$ cat config.mk
export PLATFORM = sky130hd
export DESIGN_NAME = time_set_ctrl
export DESIGN_NICKNAME = d
export VERILOG_FILES = /design/src/rtl/clock_pkg.sv /design/src/rtl/btn_debounce.sv /design/src/rtl/time_set_ctrl.sv
export SDC_FILE = /design/constraint.sdc
export NUM_CORES = 1
export LEC_CHECK = 0
export ABC_AREA = 1
export CELL_PAD_IN_SITES_DETAIL_PLACEMENT = 0
export CELL_PAD_IN_SITES_GLOBAL_PLACEMENT = 1
export CORE_MARGIN = 4
export CORE_UTILIZATION = 37
export CTS_BUF_LIST = sky130_fd_sc_hd__clkbuf_8
export DETAILED_ROUTE_END_ITERATION = 8
export GPL_TIMING_DRIVEN = 0
export PLACE_DENSITY_LB_ADDON = 0.3
export SLEW_MARGIN = 25
export SYNTH_ARGS = -nofsm -noshare
export SYNTH_HDL_FRONTEND = slang
export SYNTH_SLANG_ARGS = --single-unit
$ cat constraint.sdc
create_clock -name clk -period 2.15 [get_ports clk]
set_input_delay 0.3225 -clock clk [delete_from_list [all_inputs] [get_ports clk]]
set_output_delay 0.3225 -clock clk [all_outputs]
set_load 0.01 [all_outputs]
$ cat src/rtl/clock_pkg.sv
`default_nettype none
// +----------------------------------------------------------------------------+
// | clock_pkg : shared state encoding, time-field limits and wrap helpers.    |
// | Revision  : 1.0                                                            |
// +----------------------------------------------------------------------------+
package clock_pkg;

    localparam int TIME_W = 7;

    typedef enum logic [1:0] {
        ST_RUN      = 2'd0,
        ST_SET_HOUR = 2'd1,
        ST_SET_MIN  = 2'd2
    } state_e;

    localparam logic [TIME_W-1:0] HOUR_MAX = TIME_W'(23);
    localparam logic [TIME_W-1:0] MIN_MAX  = TIME_W'(59);

    function automatic logic [TIME_W-1:0] wrap_inc(input logic [TIME_W-1:0] v,
                                                   input logic [TIME_W-1:0] max);
        return (v >= max) ? '0 : v + 1'b1;
    endfunction

    function automatic logic [TIME_W-1:0] wrap_dec(input logic [TIME_W-1:0] v,
                                                   input logic [TIME_W-1:0] max);
        return ((v == '0) || (v > max)) ? max : v - 1'b1;
    endfunction

endpackage
`default_nettype wire

$ cat src/rtl/btn_debounce.sv
`default_nettype none
// +----------------------------------------------------------------------------+
// | btn_debounce : 2-flop synchronizer, stable-count debounce, press pulse.   |
// | Revision     : 1.0                                                         |
// +----------------------------------------------------------------------------+
module btn_debounce #(
    parameter int DEBOUNCE_CYCLES = 1000000
) (
    input  logic clk,
    input  logic rst,
    input  logic raw,
    output logic level,
    output logic press
);

    localparam int CNT_W = (DEBOUNCE_CYCLES > 1) ? $clog2(DEBOUNCE_CYCLES) : 1;
    localparam logic [CNT_W-1:0] c_cnt_last = CNT_W'(DEBOUNCE_CYCLES - 1);

    logic             sync1_q, sync2_q;
    logic             level_q, level_d;
    logic             level_prev_q;
    logic             press_q, press_d;
    logic [CNT_W-1:0] cnt_q, cnt_d;

    always_comb begin
        level_d = level_q;
        cnt_d   = '0;
        if (sync2_q != level_q) begin
            if (cnt_q == c_cnt_last) begin
                level_d = sync2_q;
            end else begin
                cnt_d = cnt_q + 1'b1;
            end
        end
        press_d = level_q & ~level_prev_q;
    end

    always_ff @(posedge clk or negedge rst) begin
        if (!rst) begin
            sync1_q      <= 1'b0;
            sync2_q      <= 1'b0;
            level_q      <= 1'b0;
            level_prev_q <= 1'b0;
            press_q      <= 1'b0;
            cnt_q        <= '0;
        end else begin
            sync1_q      <= raw;
            sync2_q      <= sync1_q;
            level_q      <= level_d;
            level_prev_q <= level_q;
            press_q      <= press_d;
            cnt_q        <= cnt_d;
        end
    end

    assign level = level_q;
    assign press = press_q;

endmodule
`default_nettype wire

$ cat src/rtl/time_set_ctrl.sv
`default_nettype none
// +----------------------------------------------------------------------------+
// | time_set_ctrl : button-driven hour/minute editor that loads the clock.    |
// | Revision      : 1.0                                                        |
// +----------------------------------------------------------------------------+
module time_set_ctrl
    import clock_pkg::*;
#(
    parameter int DEBOUNCE_CYCLES = 1000000,
    parameter int BLINK_CYCLES    = 25000000,
    parameter int REPEAT_CYCLES   = 25000000
) (
    input  logic              clk,
    input  logic              rst,
    input  logic              btn_mode,
    input  logic              btn_up,
    input  logic              btn_down,
    input  logic [TIME_W-1:0] cur_hour,
    input  logic [TIME_W-1:0] cur_min,
    output logic [TIME_W-1:0] set_hour,
    output logic [TIME_W-1:0] set_min,
    output logic [TIME_W-1:0] set_sec,
    output logic              load,
    output logic [1:0]        editing,
    output logic              blink
);

    localparam int REP_W = (REPEAT_CYCLES > 1) ? $clog2(REPEAT_CYCLES) : 1;
    localparam int BLK_W = (BLINK_CYCLES > 1) ? $clog2(BLINK_CYCLES) : 1;
    localparam logic [REP_W-1:0] c_rep_last = REP_W'(REPEAT_CYCLES - 1);
    localparam logic [BLK_W-1:0] c_blk_last = BLK_W'(BLINK_CYCLES - 1);

    logic                  mode_level_unused;
    logic                  mode_press;
    logic [1:0]            btn_level, btn_press;   // [0]=up, [1]=down
    logic [1:0][REP_W-1:0] rep_cnt_q, rep_cnt_d;
    logic [1:0]            rep_fire_q, rep_fire_d;
    logic [1:0]            step;
    logic                  step_up, step_dn, applied;

    state_e            state_q, state_d;
    logic [TIME_W-1:0] hour_q, hour_d, min_q, min_d;
    logic              load_q, load_d;
    logic              blink_q, blink_d;
    logic [BLK_W-1:0]  bcnt_q, bcnt_d;

    btn_debounce #(.DEBOUNCE_CYCLES(DEBOUNCE_CYCLES)) u_db_mode (
        .clk(clk), .rst(rst), .raw(btn_mode), .level(mode_level_unused), .press(mode_press)
    );
    btn_debounce #(.DEBOUNCE_CYCLES(DEBOUNCE_CYCLES)) u_db_up (
        .clk(clk), .rst(rst), .raw(btn_up), .level(btn_level[0]), .press(btn_press[0])
    );
    btn_debounce #(.DEBOUNCE_CYCLES(DEBOUNCE_CYCLES)) u_db_down (
        .clk(clk), .rst(rst), .raw(btn_down), .level(btn_level[1]), .press(btn_press[1])
    );

    // Repeat timing restarts on the press pulse; a pending repeat is dropped once the level falls.
    always_comb begin
        for (int i = 0; i < 2; i++) begin
            rep_fire_d[i] = 1'b0;
            rep_cnt_d[i]  = '0;
            if (btn_level[i] && !btn_press[i]) begin
                if (rep_cnt_q[i] == c_rep_last) begin
                    rep_fire_d[i] = 1'b1;
                end else begin
                    rep_cnt_d[i] = rep_cnt_q[i] + 1'b1;
                end
            end
            step[i] = btn_press[i] | (rep_fire_q[i] & btn_level[i]);
        end
        step_up = step[0] & ~step[1];
        step_dn = step[1] & ~step[0];
    end

    always_comb begin
        state_d = state_q;
        hour_d  = hour_q;
        min_d   = min_q;
        load_d  = 1'b0;
        applied = 1'b0;
        case (state_q)
            ST_RUN: begin
                if (mode_press) begin
                    state_d = ST_SET_HOUR;
                    hour_d  = (cur_hour > HOUR_MAX) ? '0 : cur_hour;
                    min_d   = (cur_min > MIN_MAX) ? '0 : cur_min;
                end
            end
            ST_SET_HOUR: begin
                if (mode_press) begin
                    state_d = ST_SET_MIN;
                end else if (step_up) begin
                    hour_d  = wrap_inc(hour_q, HOUR_MAX);
                    applied = 1'b1;
                end else if (step_dn) begin
                    hour_d  = wrap_dec(hour_q, HOUR_MAX);
                    applied = 1'b1;
                end
            end
            ST_SET_MIN: begin
                if (mode_press) begin
                    state_d = ST_RUN;
                    load_d  = 1'b1;
                end else if (step_up) begin
                    min_d   = wrap_inc(min_q, MIN_MAX);
                    applied = 1'b1;
                end else if (step_dn) begin
                    min_d   = wrap_dec(min_q, MIN_MAX);
                    applied = 1'b1;
                end
            end
            default: state_d = ST_RUN;
        endcase

        // Restart with digits lit on any entry or step so the edited value stays readable.
        bcnt_d  = '0;
        blink_d = 1'b0;
        if (state_d != ST_RUN) begin
            if ((state_d != state_q) || applied) begin
                blink_d = 1'b1;
            end else if (bcnt_q == c_blk_last) begin
                blink_d = ~blink_q;
            end else begin
                bcnt_d  = bcnt_q + 1'b1;
                blink_d = blink_q;
            end
        end
    end

    always_ff @(posedge clk or negedge rst) begin
        if (!rst) begin
            state_q    <= ST_RUN;
            hour_q     <= '0;
            min_q      <= '0;
            load_q     <= 1'b0;
            blink_q    <= 1'b0;
            bcnt_q     <= '0;
            rep_cnt_q  <= '0;
            rep_fire_q <= '0;
        end else begin
            state_q    <= state_d;
            hour_q     <= hour_d;
            min_q      <= min_d;
            load_q     <= load_d;
            blink_q    <= blink_d;
            bcnt_q     <= bcnt_d;
            rep_cnt_q  <= rep_cnt_d;
            rep_fire_q <= rep_fire_d;
        end
    end

    assign set_hour = hour_q;
    assign set_min  = min_q;
    assign set_sec  = '0;
    assign load     = load_q;
    assign editing  = state_q;
    assign blink    = blink_q;

endmodule
`default_nettype wire

==> flow_summary.ini <==
[global_route]
grt_pass1_wl_mm = 42.73
globalRouteOverflowTotal = 0
antenna_found_initial = 0
grt_max_degree = 83
track_usage = 0.1663
grt_pass1_vias = 8908

[synth]
yosys_warnings = 0
ys_seq_area_frac = 0.4145
yosysTopAreaCellShare = 0.4145
yosys.cell_types.count = 40
yosys-top-cells-area = dfrtp_1, nand2_1, nor2_1
synth_seq_cells = 170
synth_area_per_cell_um2 = 7.113
yosys.area.top_type = dfrtp_1
syn_area_um2 = 10260
syn_inst = 1443

[route]
drtAntennaViolNets = 0
drt-pass1-iter-count = 6
wl_per_cell_um = 13.06
drt_iter0_markers = 649
viasPerCell = 4.810
drc_errors = 0
vias = 9125
wl_mm = 24.77

[critical_path]
setup.worst_path.start = editing[0]
arrival_ns = 2.39
end_kind = flip-flop
crit_type = flip-flop to flip-flop
worstReg2RegStart = editing[0]
worst_setup_path_start_kind = flip-flop
critPathMaxFanout = 10
required_ns = 2.55

[layout]
area_growth_pct = 13.59
stdcell_area_um2 = 11660
post-route-util = 0.4302
drive_above_1_share = 0.07213
n_antenna_cell = 0
n_fill_cell = 2854
fin_nets = 1548

[sta]
period_minus_slack_ns = 1.984
clock.fmax_ghz = 0.5039
drv_slew = 0
grt_setup_unrepaired = no
setup_tns_ns = 0
finalSetupViolations = 0
finalCritPeriodShare = 0.9230
slew_headroom = 0.6707
hold_viol_final = 0
holdWs_ns = 0.2606
max_slew.worst_pin.slew_ns = 0.4895
skew_ns = 0.01963

[pwr]
p_leak_nw = 4.962
total_power_w = 0.005809
ir_drop_mv = 0.3041
power.density_nw_per_um2 = 498.2
share_comb_of_total_power = 0.033
switchingPower_w = 0.001542
power.internal_w = 0.004267
swShare = 0.2654
sequentialPowerShare = 0.555
power_frac_clock = 0.411

[clocking]
clockRootBuffer = clkbuf_8
worstSkewPairLatency_ns = 0.48
cts.sinks = 170
cts_tree = yes
cts_buffers = 17
path_clk_slew_ns = 0.11
clockBufferDepth = 2
h-tree-depth = 4

[hold_path]
min_path_type = primary input to async pin

[floorplan]
core_um2 = 27100
die_w_um = 174.6
num_rows = 60
io_pins = 44
die_height_um = 174.6
initial_core_util = 0.3787
die_area_um2 = 30470

[run_status]
outcome = complete, no violations

[place]
portBuffers = 36
dp_hpwl_mm = 18.36
routabilityCongestion = 0.8355
placed_area_um2 = 11170

[job]
drv_cap = 0
[synthesized netlist by cell type, drive strengths merged]
library cell	number
nand2	364
nor2	285
inv	181
dfrtp	170
nand3	131
nor3	68
nand4	47
xor2	41
a21oi	36
o21ai	27
ha	17
buf	15
xnor2	14
nor3b	11
clkbuf	9
nand3b	6
a31oi	4
or2	4
a211oi	2
and3	2
clkinv	2
nor4	2
a21o	1
a41oi	1
conb	1
o2111ai	1
o21bai	1
[final timing paths]
| path | endpoint | slack (ns) | depth (start not counted) |
|---|---|---|---|
| setup / recovery | bcnt_q[2] | 0.17 | 10 |
| hold / removal | u_db_up.cnt_q[13] | 0.26 | 2 |
| setup reg to reg | bcnt_q[2] | 0.17 | 10 |
| hold reg to reg | u_db_mode.sync2_q | 0.36 | 0 |
| max in group asynchronous | bcnt_q[3] | 0.86 | 4 |
| min in group clk | u_db_up.sync1_q | 0.27 | 1 |
[worst max-delay path: stages (launching register included)]
cell and delay, ns:
dfrtp_2 0.46, inv_1 0.14, ha_1 0.16, buf_2 0.21, nand2_2 0.09, nand3_2 0.09, nand3_2 0.09, a21oi_2 0.19
nand3_2 0.18, buf_6 0.22, nor2_2 0.08
[final cells by class]
class	instances	area, µm²	share of cell area
inverter	183	686.9	0.05892
clock buffer	17	234.0	0.02007
tap	372	465.4	0.03992
multi-input combinational	1072	5214	0.4472
timing repair buffer	45	475.5	0.04078
buffer	23	147.6	0.01266
clock inverter	15	180.2	0.01545
sequential	170	4255	0.3650
[cell families after synthesis]
kind of cell | share of synthesized area
DFF | 0.4145
adders and majority gates | 0.02072
AOI/OAI and AO/OA | 0.03852
xor gates and xnor gates | 0.04693
other | 0.0003654
buffers and inverters | 0.08168
and+or+nand+nor | 0.3973
[sequential cells by signal (all words and copies together) (netlist names), 2 cells and up]
signal and count:
rep_cnt_q 50, u_db_mode.cnt_q 20, u_db_up.cnt_q 20, editing 2, set_min 7, bcnt_q 25, u_db_down.cnt_q 20, set_hour 7
rep_fire_q 2
[power by group through the flow]
stage	registers [W]	clock network (W)	logic, W
floorplan	0.00329	0	0.0000665
global placement	0.00329	0	0.000185
global route	0.00323	0.00262	0.000226
CTS	0.00323	0.00249	0.000202
finish	0.00323	0.00239	0.000192
detailed placement	0.00329	0	0.000199
[per-stage QoR]
step	std cells	worst slack, ns
floorplan	1449	0.4096
global placement	1857	-6.706
detailed placement	1859	0.04980
CTS	1892	0.02422
global route	1897	0.01613
finish	1897	0.1656
[layer usage]
metal  track usage  wire length, µm  vias up
li1              -                -     4723
met1        0.2301            12040     4249
met2        0.2781            11750      139
met3       0.02632              768       14
met4       0.03372              210        0
met5             0                0        -
[cells in the final DEF (no fill, tap or decap), types with 7 or more instances in the layout]
cell type	n
a21oi_1	34
buf_4	13
clkbuf_1	8
clkbuf_8	17
clkdlybuf4s50_1	35
conb_1	7
dfrtp_1	169
ha_1	16
inv_1	176
nand2_1	356
nand2_2	8
nand3_1	127
nand4_1	46
nor2_1	268
nor2_2	13
nor3_1	58
nor3_2	7
nor3b_1	11
o21ai_0	26
xnor2_1	14
xor2_1	41
[what timing repair did]
action                                  in CTS  in global routing
setup buffers                                0                  6
gates resized for setup                      0                  5
endpoints found under the hold margin       25                  0
hold buffers                                 1                  0
endpoints found under the setup margin       0                 50
Note: power is estimated with default switching activity, not from simulation.
